**src/rtl/pw_conv_seq.sv**
```systemverilog
// Sequencer for one output pixel of a pointwise (1x1) convolution.
// It drives the mac_int8, leaky_relu and requantize units. Define PWSEQ_BIAS_SAT_EN to saturate the acc+bias add.
module pw_conv_seq #(
    parameter int MACS_PER_CH = 64,
    parameter int NUM_CH      = 4,
    parameter int WA_W        = $clog2(NUM_CH * MACS_PER_CH),
    parameter int AA_W        = (MACS_PER_CH > 1) ? $clog2(MACS_PER_CH) : 1,
    parameter int CA_W        = (NUM_CH > 1) ? $clog2(NUM_CH) : 1
) (
    input  logic              clk,
    input  logic              rst,
    input  logic              start,
    input  logic [15:0]       scale,
    output logic              busy,
    output logic              done,
    output logic              w_rd_en,
    output logic [WA_W-1:0]   w_addr,
    input  logic [7:0]        w_rdata,
    output logic              a_rd_en,
    output logic [AA_W-1:0]   a_addr,
    input  logic [7:0]        a_rdata,
    output logic              b_rd_en,
    output logic [CA_W-1:0]   b_addr,
    input  logic [31:0]       b_rdata,
    output logic              mac_valid,
    output logic [7:0]        mac_weight,
    output logic [7:0]        mac_act,
    output logic [31:0]       mac_acc_in,
    input  logic [31:0]       mac_acc_out,
    input  logic              mac_done,
    output logic              lk_valid,
    output logic [31:0]       lk_x,
    input  logic [31:0]       lk_y,
    input  logic              lk_done,
    output logic              rq_valid,
    output logic [31:0]       rq_acc,
    output logic [15:0]       rq_scale,
    input  logic [7:0]        rq_out,
    input  logic              rq_done,
    output logic              out_valid,
    input  logic              out_ready,
    output logic [7:0]        out_data,
    output logic [CA_W-1:0]   out_ch
);

    typedef enum logic [3:0] {
        S_IDLE, S_FETCH, S_ISSUE, S_MWAIT, S_BIAS,
        S_LK, S_LWAIT, S_RQ, S_RWAIT, S_OUT
    } state_t;

    state_t            r_state;
    state_t            w_state_next;
    logic [CA_W-1:0]   r_ch;
    logic [AA_W-1:0]   r_i;
    logic [31:0]       r_acc;
    logic [15:0]       r_scale;
    logic [7:0]        r_mac_w;
    logic [7:0]        r_mac_a;
    logic [31:0]       r_lk_x;
    logic [31:0]       r_rq_acc;
    logic [7:0]        r_out_data;
    logic [CA_W-1:0]   r_out_ch;
    logic              r_done;

    logic              w_last_mac;
    logic              w_last_ch;
    logic              w_start_ok;
    logic [31:0]       w_biased;

    assign w_last_mac = (r_i == AA_W'(MACS_PER_CH - 1));
    assign w_last_ch  = (r_ch == CA_W'(NUM_CH - 1));
    // A start landing on the done cycle belongs to the finished pixel and is dropped.
    assign w_start_ok = start && !r_done;

`ifdef PWSEQ_BIAS_SAT_EN
    logic signed [32:0] w_sum_ext;
    assign w_sum_ext = $signed({r_acc[31], r_acc}) + $signed({b_rdata[31], b_rdata});
    always_comb begin
        w_biased = w_sum_ext[31:0];
        if (w_sum_ext[32] != w_sum_ext[31])
            w_biased = w_sum_ext[32] ? 32'h8000_0000 : 32'h7FFF_FFFF;
    end
`else
    assign w_biased = r_acc + b_rdata;
`endif

    always_ff @(posedge clk) begin
        if (rst) r_state <= S_IDLE;
        else     r_state <= w_state_next;
    end

    always_comb begin
        w_state_next = r_state;
        case (r_state)
            S_IDLE:  if (w_start_ok) w_state_next = S_FETCH;
            S_FETCH: w_state_next = S_ISSUE;
            S_ISSUE: w_state_next = S_MWAIT;
            S_MWAIT: if (mac_done) w_state_next = w_last_mac ? S_BIAS : S_FETCH;
            S_BIAS:  w_state_next = S_LK;
            S_LK:    w_state_next = S_LWAIT;
            S_LWAIT: if (lk_done) w_state_next = S_RQ;
            S_RQ:    w_state_next = S_RWAIT;
            S_RWAIT: if (rq_done) w_state_next = S_OUT;
            S_OUT:   if (out_ready) w_state_next = w_last_ch ? S_IDLE : S_FETCH;
            default: w_state_next = S_IDLE;
        endcase
    end

    always_ff @(posedge clk) begin
        if (rst) begin
            r_ch       <= '0;
            r_i        <= '0;
            r_acc      <= '0;
            r_scale    <= '0;
            r_mac_w    <= '0;
            r_mac_a    <= '0;
            r_lk_x     <= '0;
            r_rq_acc   <= '0;
            r_out_data <= '0;
            r_out_ch   <= '0;
            r_done     <= 1'b0;
        end else begin
            r_done <= 1'b0;
            case (r_state)
                S_IDLE: if (w_start_ok) begin
                    r_scale <= scale;
                    r_ch    <= '0;
                    r_i     <= '0;
                    r_acc   <= '0;
                end
                // Operands captured here keep the MAC inputs stable until mac_done.
                S_ISSUE: begin
                    r_mac_w <= w_rdata;
                    r_mac_a <= a_rdata;
                end
                S_MWAIT: if (mac_done) begin
                    r_acc <= mac_acc_out;
                    if (!w_last_mac) r_i <= r_i + AA_W'(1);
                end
                S_LK:    r_lk_x <= w_biased;
                S_LWAIT: if (lk_done) r_rq_acc <= lk_y;
                S_RWAIT: if (rq_done) begin
                    r_out_data <= rq_out;
                    r_out_ch   <= r_ch;
                end
                S_OUT: if (out_ready) begin
                    if (w_last_ch) begin
                        r_done <= 1'b1;
                    end else begin
                        r_ch  <= r_ch + CA_W'(1);
                        r_i   <= '0;
                        r_acc <= '0;
                    end
                end
                default: ;
            endcase
        end
    end

    always_comb begin
        w_rd_en    = 1'b0;
        a_rd_en    = 1'b0;
        b_rd_en    = 1'b0;
        mac_valid  = 1'b0;
        lk_valid   = 1'b0;
        rq_valid   = 1'b0;
        out_valid  = 1'b0;
        mac_weight = r_mac_w;
        mac_act    = r_mac_a;
        lk_x       = r_lk_x;
        case (r_state)
            S_FETCH: begin
                w_rd_en = 1'b1;
                a_rd_en = 1'b1;
            end
            S_ISSUE: begin
                mac_valid  = 1'b1;
                mac_weight = w_rdata;
                mac_act    = a_rdata;
            end
            S_BIAS: b_rd_en = 1'b1;
            S_LK: begin
                lk_valid = 1'b1;
                lk_x     = w_biased;
            end
            S_RQ:  rq_valid  = 1'b1;
            S_OUT: out_valid = 1'b1;
            default: ;
        endcase
    end

    assign busy       = (r_state != S_IDLE);
    assign done       = r_done;
    assign w_addr     = WA_W'(32'(r_ch) * 32'(MACS_PER_CH) + 32'(r_i));
    assign a_addr     = r_i;
    assign b_addr     = r_ch;
    assign mac_acc_in = r_acc;
    assign rq_acc     = r_rq_acc;
    assign rq_scale   = r_scale;
    assign out_data   = r_out_data;
    assign out_ch     = r_out_ch;

endmodule

```
**config.mk**
```make
export PLATFORM = sky130hd
export DESIGN_NAME = pw_conv_seq
export DESIGN_NICKNAME = d
export VERILOG_FILES = /design/src/rtl/pw_conv_seq.sv
export SDC_FILE = /design/constraint.sdc
export NUM_CORES = 1
export LEC_CHECK = 0
export ABC_AREA = 1
export CORE_MARGIN = 2
export CORE_UTILIZATION = 45
export CTS_BUF_LIST = sky130_fd_sc_hd__clkbuf_16
export CTS_CLUSTER_SIZE = 12
export DETAILED_ROUTE_END_ITERATION = 12
export GPL_ROUTABILITY_DRIVEN = 0
export PLACE_DENSITY_LB_ADDON = 0.05
export RECOVER_POWER = 25
export SKIP_LAST_GASP = 1
export SYNTH_ARGS = -nofsm -noshare
export SYNTH_HDL_FRONTEND = slang
export SYNTH_SLANG_ARGS = --single-unit
```
**constraint.sdc**
```tcl
create_clock -name clk -period 3.19 [get_ports clk]
set_input_delay 0.7975 -clock clk [delete_from_list [all_inputs] [get_ports clk]]
set_output_delay 0.7975 -clock clk [all_outputs]
set_load 0.05 [all_outputs]
```
==> out/metrics.yaml <==
gr-usage-met1_pct: 31.19
setup_ws_ns: -0.1804
hp-class: "reg -> reg"
rsz0062_at_grt: "yes"
finalCritPeriodShare_pct: 105.7
route.detailed.drc: 0
ctsLongestPathBuffers: 2
synth_edf_count: 0
routed_wirelength_mm: 32.29
grt_first_pass_wirelength_mm: 45.72
synth_seq_area_share_pct: 36.48
synthTopCellsByCount: "nand2_1, inv_1, nor2_1, dfxtp_1, a21oi_1"
maxCapViolations: 1
met3_usage_pct: 9.738
clk_latency_ns: 0.44
grt_antenna_before_repair: 0
syn-mean-instance-area_um2: 6.419
cp-startpoint: "b_rdata[2]"
root_buffer: "clkbuf_16"
synth_area_leaders: "dfxtp_1, nand2_1, inv_1"
synth.ff_latch_count: 151
ys_types: 33
dp.cells: 1839
min_from: "out_data[4]$_SDFFE_PP0P_"
vias_per_cell: 5.223
yosys.cell_count.top_type: "nand2_1"
rows: 49
die_x_um: 139.7
instances_no_fill: 1919
cts_buffers: 17
status: "complete, but fails checks"
fin_tns_setup_ns: -1.617
setup_violations: 19
pre_cts_ws_ns: -0.6075
max_slew_margin_pct: -24.82
required_ns: 3.53
whs_ns: 0.4484
total_power_uw: 8019
vdd_drop_max_mv: 0.4416
numPortBuffers: 305
crit_path_max_fanout: 6
yosysWarnings: 0
clock_sinks: 151
worstPathArrival_ns: 3.71
core_um2: 18020
start_kind: "input port"
violations: "max-capacitance violations, max-slew violations, negative setup slack"
cts_max_level: 4
first_global_vias: 9531
grt_use_total_pct: 28.79
die_y_um: 139.7
clock.fmax_mhz: 296.7
synth-async-reset-ratio_pct: 0
syn_area_um2: 8287
synthCells: 1291
wire_per_inst_um: 16.83
grt_overflow_total: 0
drtPass1Iterations: 7
drive_above_1_share_pct: 31.95
syn_to_final_growth_pct: 74.21
power.leakage_uw: 0.006719
synthFlopType: "dfxtp_1"
num_vias: 10020
ctsHoldBuffers: 0
dr.first_iter.drc_count: 567
layout_min_cycle_time_ns: 3.370
grt_max_degree: 85
hpwl_mm: 19.63
finalMaxSlewViolations: 85
finClkSkew_ns: 0.009548
diodes: 0
hold_viol_final: 0
crit_type: "in -> reg"
r2r_start: "mac_acc_in[2]$_SDFFE_PP0P_"
io_pins: 306
nNetsFinal: 1854
yosysTopAreaCellShare_pct: 36.48
fp.dieArea_um2: 19520
globalRoute.busiestLayer: "met2"
syn_nets: 1468
yosys.area.top_type: "dfxtp_1"
use_met2_pct: 51.17
start_util_pct: 45.97
tightest_slew_ns: 1.872
cp-end-kind: "flip-flop"
p_per_area_nw_per_um2: 555.5
antenna_left: 0
cts_tree: "yes"
path_clk_slew_ns: 0.07
placed cells by master (no fill, tap or decap), drive strengths merged, types with 2 or more instances in the layout:
master,netlist,layout
and2,2,2
nor3,40,40
nand3b,2,2
clkdlybuf4s50,0,221
ha,33,33
clkinv,0,3
buf,19,178
nand4,2,2
dlygate4sd2,0,4
clkdlybuf4s15,0,4
xor2,9,9
or2,34,34
dlygate4sd3,0,2
clkinvlp,0,3
o21ai,68,68
xnor2,8,8
nor2,162,162
inv,197,204
nand2,327,327
nand3,83,83
bufinv,0,2
o21bai,2,2
clkbuf,37,31
a21oi,109,109
dfxtp,151,151
per-stage QoR:
stage          util, %  instance area, um2
2_1_floorplan        -                8317
3_3_place_gp     67.67               12200
3_5_place_dp     67.67               12200
4_1_cts          77.27               13930
5_1_grt          80.09               14440
6_report         80.09               14440
worst paths after layout:
path | to | slack, ns | depth (start not counted)
worst max-delay path | r_lk_x[26]$_SDFF_PP0_ | -0.18 | 24
worst min-delay path | out_data[4]$_SDFFE_PP0P_ | 0.45 | 2
worst max register to register | r_lk_x[26]$_SDFF_PP0_ | -0.07 | 23
worst min register to register | out_data[4]$_SDFFE_PP0P_ | 0.45 | 2
state kept, by name, indices dropped and copies added (netlist names):
register	flops
b_addr	2
r_mac_a	8
mac_acc_in	32
r_lk_x	32
rq_scale	16
a_addr	6
done	1
out_data	8
r_mac_w	8
rq_acc	32
out_ch	2
r_state	4
final cells by class:
class	count	area, um2
flip-flops and latches	151	3023
multi-input cells	887	5640
clock inverters	15	186.4
fillers	1196	3588
inverters	197	750.7
clock buffers	17	425.4
repair buffers	423	4124
well taps	229	286.5
what timing repair did:
item | 4_1_cts | 5_1_grt
buffers inserted | 40 | 9
pin swaps | 93 | 83
cloned | 0 | 0
endpoints found under the setup margin | 31 | 31
gates resized for setup | 262 | 181
layer usage:
| layer | wire length, um | vias up |
|---|---|---|
| li1 | - | 4789 |
| met1 | 12080 | 4617 |
| met3 | 2628 | 155 |
| met5 | 0 | - |
| met4 | 1824 | 0 |
| met2 | 15760 | 462 |
report_power, final:
part	switching (uW)	internal [uW]	total (uW)	leakage [uW]
Clock	946	1190	2140	0.000294
Combinational	2280	1430	3700	0.00520
Sequential	145	2030	2180	0.00123
critical path, stage by stage:
cell and delay [ns]:
buf_2 0.12, ha_4 0.33, nand2_1 0.10, nor2_2 0.16, nand3_1 0.14, nand3b_1 0.12
buf_6 0.13, nand2_2 0.07, nand2_1 0.08, nand2_1 0.08, nand3_2 0.09, nand2_2 0.07
buf_4 0.13, buf_4 0.12, buf_4 0.12, buf_4 0.12, buf_4 0.12, buf_4 0.12
buf_4 0.12, buf_4 0.12, buf_4 0.12, buf_4 0.12, buf_4 0.12, nor2_1 0.09
logic make-up after synthesis:
group	after synthesis	share of synthesized area, %
AOI/OAI and AO/OA	183	11.22
buffers and inverters	253	12.00
adders and majority gates	34	5.224
and+or+nand+nor	653	33.28
xor gates and xnor gates	17	1.797
DFF	151	36.48
(Power assumes the default switching activity.)
